**src/rtl/reflet_vga_compositor_if.sv**
```systemverilog
// Signal bundle for reflet_vga_compositor: timing-generator video in,
// CPU configuration writes, and composited video out toward the DAC.
interface reflet_vga_compositor_if #(
  parameter int n_layers    = 2,
  parameter int color_depth = 8
);
  localparam int LW = (n_layers > 1) ? $clog2(n_layers) : 1;

  // video in
  logic                              h_sync_in;
  logic                              v_sync_in;
  logic                              blank_in;
  logic [n_layers*4*color_depth-1:0] layers_in;

  // configuration writes
  logic                              cfg_we;
  logic [LW-1:0]                     cfg_layer;
  logic                              cfg_en;
  logic [color_depth-1:0]            cfg_alpha;
  logic                              bg_we;
  logic [3*color_depth-1:0]          bg_rgb;

  // video out
  logic                              h_sync;
  logic                              v_sync;
  logic [color_depth-1:0]            R_out;
  logic [color_depth-1:0]            G_out;
  logic [color_depth-1:0]            B_out;

  modport slave (
    input  h_sync_in, v_sync_in, blank_in, layers_in,
    input  cfg_we, cfg_layer, cfg_en, cfg_alpha, bg_we, bg_rgb,
    output h_sync, v_sync, R_out, G_out, B_out
  );

  modport master (
    output h_sync_in, v_sync_in, blank_in, layers_in,
    output cfg_we, cfg_layer, cfg_en, cfg_alpha, bg_we, bg_rgb,
    input  h_sync, v_sync, R_out, G_out, B_out
  );
endinterface

```
**src/rtl/reflet_vga_compositor.sv**
```systemverilog
// N-layer alpha compositor between the VGA timing generator and the DAC.
// Pipeline: stage 0 (input + config sample), stage 1 (effective alpha),
// one blend stage per layer bottom-to-top, then the output register.
// Latency from input sample edge to output edge is n_layers+2 clocks.
module reflet_vga_compositor #(
  parameter int   n_layers    = 2,
  parameter int   color_depth = 8,
  parameter logic sync_active = 1'b0
) (
  input logic                    clk,
  input logic                    reset,
  reflet_vga_compositor_if.slave bus
);
  localparam int            NL        = n_layers;
  localparam int            CD        = color_depth;
  localparam int            LW        = (NL > 1) ? $clog2(NL) : 1;
  localparam int            SW        = 2*CD + 1;
  localparam logic [CD-1:0] MAX       = '1;
  localparam logic [CD-1:0] HALF      = MAX >> 1;
  localparam logic          SYNC_IDLE = ~sync_active;

  // round((w*x + (max-w)*y) / max); max is odd so there are never ties,
  // and adding floor(max/2) before the floor-divide gives exact rounding.
  // With y=0 this is round(w*x/max), used for the effective alpha.
  function automatic logic [CD-1:0] mix(input logic [CD-1:0] w,
                                        input logic [CD-1:0] x,
                                        input logic [CD-1:0] y);
    logic [SW-1:0] sum;
    sum = SW'(w) * SW'(x) + SW'(MAX - w) * SW'(y) + SW'(HALF);
    return CD'(sum / SW'(MAX));
  endfunction

  // configuration: pending (CPU written) and active (frame-stable) sets
  logic [NL-1:0]    pend_en_q, pend_en_d, act_en_q, act_en_d;
  logic [NL*CD-1:0] pend_ga_q, pend_ga_d, act_ga_q, act_ga_d;
  logic [3*CD-1:0]  pend_bg_q, pend_bg_d, act_bg_q, act_bg_d;
  logic             vs_prev_q, vs_prev_d;
  logic             commit;

  // stage 0
  logic                s0_h_q, s0_h_d, s0_v_q, s0_v_d, s0_blank_q, s0_blank_d;
  logic [NL*4*CD-1:0]  s0_px_q, s0_px_d;
  logic [NL-1:0]       s0_en_q, s0_en_d;
  logic [NL*CD-1:0]    s0_ga_q, s0_ga_d;
  logic [3*CD-1:0]     s0_bg_q, s0_bg_d;

  // stage 1 is index 0; index k+1 holds the accumulator after layer k
  logic [NL:0]         st_h_q, st_h_d, st_v_q, st_v_d, st_blank_q, st_blank_d;
  logic [3*CD-1:0]     st_acc_q [NL+1];
  logic [3*CD-1:0]     st_acc_d [NL+1];
  logic [NL*3*CD-1:0]  st_fg_q  [NL];
  logic [NL*3*CD-1:0]  st_fg_d  [NL];
  logic [NL*CD-1:0]    st_ea_q  [NL];
  logic [NL*CD-1:0]    st_ea_d  [NL];

  // output register, colour packed {B,G,R}
  logic                h_sync_q, h_sync_d, v_sync_q, v_sync_d;
  logic [3*CD-1:0]     rgb_q, rgb_d;

  // Pending writes and the sync-start commit; a write on the commit clock
  // only reaches pending, the active set takes the previous pending value.
  always_comb begin
    commit    = (bus.v_sync_in == sync_active) && (vs_prev_q != sync_active);
    vs_prev_d = bus.v_sync_in;
    pend_en_d = pend_en_q;
    pend_ga_d = pend_ga_q;
    pend_bg_d = pend_bg_q;
    for (int i = 0; i < NL; i++) begin
      if (bus.cfg_we && (bus.cfg_layer == LW'(i))) begin
        pend_en_d[i]          = bus.cfg_en;
        pend_ga_d[i*CD +: CD] = bus.cfg_alpha;
      end
    end
    if (bus.bg_we) pend_bg_d = bus.bg_rgb;
    act_en_d = commit ? pend_en_q : act_en_q;
    act_ga_d = commit ? pend_ga_q : act_ga_q;
    act_bg_d = commit ? pend_bg_q : act_bg_q;
  end

  // Stage 0 takes the configuration that is active from this edge on, so
  // the pixel entering on the commit edge already sees the new set.
  always_comb begin
    s0_h_d     = bus.h_sync_in;
    s0_v_d     = bus.v_sync_in;
    s0_blank_d = bus.blank_in;
    s0_px_d    = bus.layers_in;
    s0_en_d    = act_en_d;
    s0_ga_d    = act_ga_d;
    s0_bg_d    = act_bg_d;
  end

  // Effective alpha, then one blend per layer over the running accumulator.
  always_comb begin
    st_h_d     = '0;
    st_v_d     = '0;
    st_blank_d = '0;
    for (int j = 0; j <= NL; j++) st_acc_d[j] = '0;
    for (int j = 0; j < NL; j++) begin
      st_fg_d[j] = '0;
      st_ea_d[j] = '0;
    end

    st_h_d[0]     = s0_h_q;
    st_v_d[0]     = s0_v_q;
    st_blank_d[0] = s0_blank_q;
    st_acc_d[0]   = s0_bg_q;
    for (int i = 0; i < NL; i++) begin
      st_fg_d[0][i*3*CD +: 3*CD] = s0_px_q[i*4*CD +: 3*CD];
      st_ea_d[0][i*CD +: CD]     = s0_en_q[i]
                                   ? mix(s0_px_q[i*4*CD + 3*CD +: CD],
                                         s0_ga_q[i*CD +: CD], '0)
                                   : '0;
    end

    for (int k = 0; k < NL; k++) begin
      st_h_d[k+1]     = st_h_q[k];
      st_v_d[k+1]     = st_v_q[k];
      st_blank_d[k+1] = st_blank_q[k];
      if (k + 1 < NL) begin
        st_fg_d[k+1] = st_fg_q[k];
        st_ea_d[k+1] = st_ea_q[k];
      end
      for (int c = 0; c < 3; c++) begin
        st_acc_d[k+1][c*CD +: CD] = mix(st_ea_q[k][k*CD +: CD],
                                        st_fg_q[k][k*3*CD + c*CD +: CD],
                                        st_acc_q[k][c*CD +: CD]);
      end
    end
  end

  // Output register: blanked pixels are forced to black.
  always_comb begin
    h_sync_d = st_h_q[NL];
    v_sync_d = st_v_q[NL];
    rgb_d    = st_blank_q[NL] ? '0 : st_acc_q[NL];
  end

  // All state, synchronous active-high reset.
  always_ff @(posedge clk) begin
    if (reset) begin
      pend_en_q  <= '1;
      pend_ga_q  <= {NL{MAX}};
      pend_bg_q  <= '0;
      act_en_q   <= '1;
      act_ga_q   <= {NL{MAX}};
      act_bg_q   <= '0;
      vs_prev_q  <= SYNC_IDLE;
      s0_h_q     <= SYNC_IDLE;
      s0_v_q     <= SYNC_IDLE;
      s0_blank_q <= 1'b1;
      s0_px_q    <= '0;
      s0_en_q    <= '1;
      s0_ga_q    <= {NL{MAX}};
      s0_bg_q    <= '0;
      st_h_q     <= {(NL+1){SYNC_IDLE}};
      st_v_q     <= {(NL+1){SYNC_IDLE}};
      st_blank_q <= '1;
      for (int j = 0; j <= NL; j++) st_acc_q[j] <= '0;
      for (int j = 0; j < NL; j++) begin
        st_fg_q[j] <= '0;
        st_ea_q[j] <= '0;
      end
      h_sync_q   <= SYNC_IDLE;
      v_sync_q   <= SYNC_IDLE;
      rgb_q      <= '0;
    end else begin
      pend_en_q  <= pend_en_d;
      pend_ga_q  <= pend_ga_d;
      pend_bg_q  <= pend_bg_d;
      act_en_q   <= act_en_d;
      act_ga_q   <= act_ga_d;
      act_bg_q   <= act_bg_d;
      vs_prev_q  <= vs_prev_d;
      s0_h_q     <= s0_h_d;
      s0_v_q     <= s0_v_d;
      s0_blank_q <= s0_blank_d;
      s0_px_q    <= s0_px_d;
      s0_en_q    <= s0_en_d;
      s0_ga_q    <= s0_ga_d;
      s0_bg_q    <= s0_bg_d;
      st_h_q     <= st_h_d;
      st_v_q     <= st_v_d;
      st_blank_q <= st_blank_d;
      for (int j = 0; j <= NL; j++) st_acc_q[j] <= st_acc_d[j];
      for (int j = 0; j < NL; j++) begin
        st_fg_q[j] <= st_fg_d[j];
        st_ea_q[j] <= st_ea_d[j];
      end
      h_sync_q   <= h_sync_d;
      v_sync_q   <= v_sync_d;
      rgb_q      <= rgb_d;
    end
  end

  assign bus.h_sync = h_sync_q;
  assign bus.v_sync = v_sync_q;
  assign bus.R_out  = rgb_q[0*CD +: CD];
  assign bus.G_out  = rgb_q[1*CD +: CD];
  assign bus.B_out  = rgb_q[2*CD +: CD];
endmodule

```
**src/flat_wrapper.sv**
```systemverilog
// flat-port wrapper written by rule: the top's interface ports become plain ports
module reflet_vga_compositor_flat 
#(
  parameter int   n_layers    = 2,
  parameter int   color_depth = 8,
  parameter logic sync_active = 1'b0
)
  (clk, reset, bus_h_sync_in, bus_v_sync_in, bus_blank_in, bus_layers_in, bus_cfg_we, bus_cfg_layer, bus_cfg_en, bus_cfg_alpha, bus_bg_we, bus_bg_rgb, bus_h_sync, bus_v_sync, bus_R_out, bus_G_out, bus_B_out);
  reflet_vga_compositor_if #(.n_layers(n_layers), .color_depth(color_depth)) bus_i ();
  input logic clk;
  input logic reset;
  input wire logic [$bits(bus_i.h_sync_in)-1:0] bus_h_sync_in;
  input wire logic [$bits(bus_i.v_sync_in)-1:0] bus_v_sync_in;
  input wire logic [$bits(bus_i.blank_in)-1:0] bus_blank_in;
  input wire logic [$bits(bus_i.layers_in)-1:0] bus_layers_in;
  input wire logic [$bits(bus_i.cfg_we)-1:0] bus_cfg_we;
  input wire logic [$bits(bus_i.cfg_layer)-1:0] bus_cfg_layer;
  input wire logic [$bits(bus_i.cfg_en)-1:0] bus_cfg_en;
  input wire logic [$bits(bus_i.cfg_alpha)-1:0] bus_cfg_alpha;
  input wire logic [$bits(bus_i.bg_we)-1:0] bus_bg_we;
  input wire logic [$bits(bus_i.bg_rgb)-1:0] bus_bg_rgb;
  output wire logic [$bits(bus_i.h_sync)-1:0] bus_h_sync;
  output wire logic [$bits(bus_i.v_sync)-1:0] bus_v_sync;
  output wire logic [$bits(bus_i.R_out)-1:0] bus_R_out;
  output wire logic [$bits(bus_i.G_out)-1:0] bus_G_out;
  output wire logic [$bits(bus_i.B_out)-1:0] bus_B_out;
  assign bus_i.h_sync_in = bus_h_sync_in;
  assign bus_i.v_sync_in = bus_v_sync_in;
  assign bus_i.blank_in = bus_blank_in;
  assign bus_i.layers_in = bus_layers_in;
  assign bus_i.cfg_we = bus_cfg_we;
  assign bus_i.cfg_layer = bus_cfg_layer;
  assign bus_i.cfg_en = bus_cfg_en;
  assign bus_i.cfg_alpha = bus_cfg_alpha;
  assign bus_i.bg_we = bus_bg_we;
  assign bus_i.bg_rgb = bus_bg_rgb;
  assign bus_h_sync = bus_i.h_sync;
  assign bus_v_sync = bus_i.v_sync;
  assign bus_R_out = bus_i.R_out;
  assign bus_G_out = bus_i.G_out;
  assign bus_B_out = bus_i.B_out;
  reflet_vga_compositor #(.n_layers(n_layers), .color_depth(color_depth), .sync_active(sync_active)) u_core (.clk(clk), .reset(reset), .bus(bus_i));
endmodule
```
**config.mk**
```make
export PLATFORM = sky130hd
export DESIGN_NAME = reflet_vga_compositor_flat
export DESIGN_NICKNAME = d
export VERILOG_FILES = /design/src/rtl/reflet_vga_compositor_if.sv /design/src/rtl/reflet_vga_compositor.sv /design/src/flat_wrapper.sv
export SDC_FILE = /design/constraint.sdc
export NUM_CORES = 2
export LEC_CHECK = 0
export BUFFER_PORTS_ARGS = -buffer_cell sky130_fd_sc_hd__buf_4
export CORE_MARGIN = 2
export CORE_UTILIZATION = 45
export CTS_CLUSTER_DIAMETER = 50
export DETAILED_ROUTE_END_ITERATION = 8
export SLEW_MARGIN = 20
export SYNTH_ARGS = -nofsm -noshare
export SYNTH_HDL_FRONTEND = slang
export SYNTH_SLANG_ARGS = --single-unit
```
**constraint.sdc**
```tcl
create_clock -name clk -period 15.55 [get_ports clk]
set_clock_uncertainty 0.1 [all_clocks]
set_input_delay 1.555 -clock clk [delete_from_list [all_inputs] [get_ports clk]]
set_output_delay 1.555 -clock clk [all_outputs]
set_load 0.1 [all_outputs]
```
==> results.tsv <==
metric	value	unit
status	finished clean	
Final Max Tran Viols	0	
clock root cell	clkbuf_16	
critical path class	reg -> reg	
register bit total from synthesis	354	
fmax	0.0718	GHz
Synth Net Count	8616	
I/O Buffers	130	
Post-synth EDFFs	0	
initial antenna violation count	7	
CP max stage cell	dfxtp_2	
htree depth	2	
DRC violations left	0	
cell mode on critical path	fa_1	
first-pass GRT wire length	268000	um
clock insertion delay at the later pin of the skew report	0.68	ns
post-CTS setup repair buffer count	0	
post-CTS sizing	0	
1st-iter DRT viols	3416	
Num CTS Buffers	56	
core area	134000	um2
layout cells sized above 1	6.98	%
period utilization	89.5	%
Setup violations, final	0	
max-cap viol count	0	
commonest non-fill, non-tap cell in the layout	inv_1	
Via density	5.65	
CP peak stage delay	0.95	ns
wire length after detailed routing	158000	um
Worst Setup End Kind	flop	
Synth Flop Type	dfxtp_1	
Mapped Avg Cell Area	8.25	um2
# IOs	131	
final hold vios	0	
Fillers	13200	
startpoint types	flop	
most frequent cells in the layout	inv_1, fa_1, nand2_1	
Syn Inst Count	7368	
Seq/Total Area, Yosys	11.7	%
top cell type's share of synthesized area	23.3	%
Die Wd	371	um
top cells by area, synth	fa_1, dfxtp_1, ha_1, inv_1, nor2b_1	
Worst EP arrival	14.35	ns
die height	371	um
CTS tree	built	
overall routing resource usage	23.2	%
Yosys warnings	0	
crit path time final	13.92	ns
worst slew pin tran	1.10	ns
Netlist cell types	138	
asr flop ratio synth	0	%
routability cong.	0.891	
P&R area growth vs syn	7.01	%
DRT Pass-1 Iters	6	
post-DP HPWL	126000	um
CP max FO	48	
Hold Path Class	reg -> reg	
vias in the first global route	51900	
per-cell routed wire length	17.3	um
total number of vias	51600	
final net count	8556	
DIE AREA	138000	um2
synthesized area	60800	um2
unrepaired setup endpoints after global routing	false	
Final ANT Viol Nets	0	
Cell Rows	134	
Clock Pin Slew Worst Setup and Hold Paths	0.06	ns
CP required	15.98	ns
area leader, netlist	fa_1	
largest net degree at the start of global routing	86	
Buf/Inv on CP	3	
setup_tns	0	ns
CTS Buffer Depth	3	
clock sinks	354	
global route total overflow	0	
Slew Limit Headroom	26.1	%
Reg2Reg Setup Slack	1.63	ns
Initial Utilization	45.4	%
CTS hold repair buffers	0	
Top delay family on crit path	compound AO/OA/AOI/OAI gates	
## synthesized netlist by cell type (78+ instances only)
library cell    n
a21oi_1       271
nand3_1       187
nand2_1       682
xor2_1         93
nor3_1        151
and2_1        324
inv_1         963
fa_1          708
a21o_1         94
o21ai_0       171
ha_1          435
nor2_1        378
o211ai_1       87
dfxtp_1       354
a31oi_1        78
o21a_1         80
nor2b_1       437
clkbuf_1      198
nand2b_1      195
xnor2_1       139
## stage by stage
step	cell area (um2)	setup slack (ns)	utilization, %	cells	hold WS [ns]
floorplan	60800	3.96	-	7368	0.289
global placement	63000	2.12	47.1	9018	0.291
detailed placement	63000	1.92	47.1	9018	0.292
CTS	65000	1.82	48.6	9122	0.304
global route	65000	0.664	48.6	9123	0.328
finish	65000	1.63	48.6	9124	0.302
## final timing paths
path / depth (start not counted) / from / end
max: 38 / u_core.st_ea_q[0][26]$_SDFF_PP0_ / u_core.st_acc_q[2][8]$_SDFF_PP0_
max reg2reg: 38 / u_core.st_ea_q[0][26]$_SDFF_PP0_ / u_core.st_acc_q[2][8]$_SDFF_PP0_
min: 1 / u_core.st_h_q[1]$_SDFF_PP1_ / u_core.st_h_q[2]$_SDFF_PP1_
min reg2reg: 1 / u_core.st_h_q[1]$_SDFF_PP1_ / u_core.st_h_q[2]$_SDFF_PP1_
## routing by layer
metal	vias up	share of wire (%)	global-route usage [%]
li1	25000	-	-
met1	25300	48	33.5
met4	6	1.6	4.38
met5	-	0.029	0
met3	159	5.0	2.71
met2	1174	45	37.4
## registers in the layout (all words and copies together), names as in the netlist, 2 cells and up
name,flops
u_core.st_fg_q,72
u_core.st_blank_q,3
u_core.act_en_q,2
u_core.st_v_q,3
u_core.pend_ga_q,16
u_core.act_bg_q,24
u_core.rgb_q,24
u_core.st_ea_q,24
u_core.s0_px_q,64
u_core.st_h_q,3
u_core.act_ga_q,16
u_core.pend_bg_q,24
u_core.pend_en_q,2
u_core.st_acc_q,72
## cells by family (layout without fill, tap and decap cells)
| family | Yosys count | after routing | synth area share (%) |
|---|---|---|---|
| buffers and inverters | 1238 | 1224 | 7.82 |
| other | 0 | 2 | 0 |
| DFF | 354 | 354 | 11.7 |
| xor gates and xnor gates | 240 | 240 | 3.59 |
| adders and majority gates | 1154 | 1154 | 32.5 |
| and+or+nand+nor | 2823 | 2823 | 24.9 |
| AOI/OAI and AO/OA | 1444 | 1444 | 17.5 |
| muxes | 115 | 115 | 2.02 |
## area by class of cell
type / instances / area (um2) / area share, %
multi-input combinational: 5776 / 49000 / 75.3
sequential: 354 / 7100 / 10.9
tap: 1768 / 2210 / 3.40
antenna: 2 / 5.00 / 0.00770
clock inverter: 38 / 458 / 0.704
timing repair buffer: 157 / 1190 / 1.82
inverter: 963 / 3610 / 5.56
clock buffer: 66 / 1490 / 2.29
Power is not shown: default switching activity piles up to over one toggle a cycle in this logic, so the estimate is an artifact.
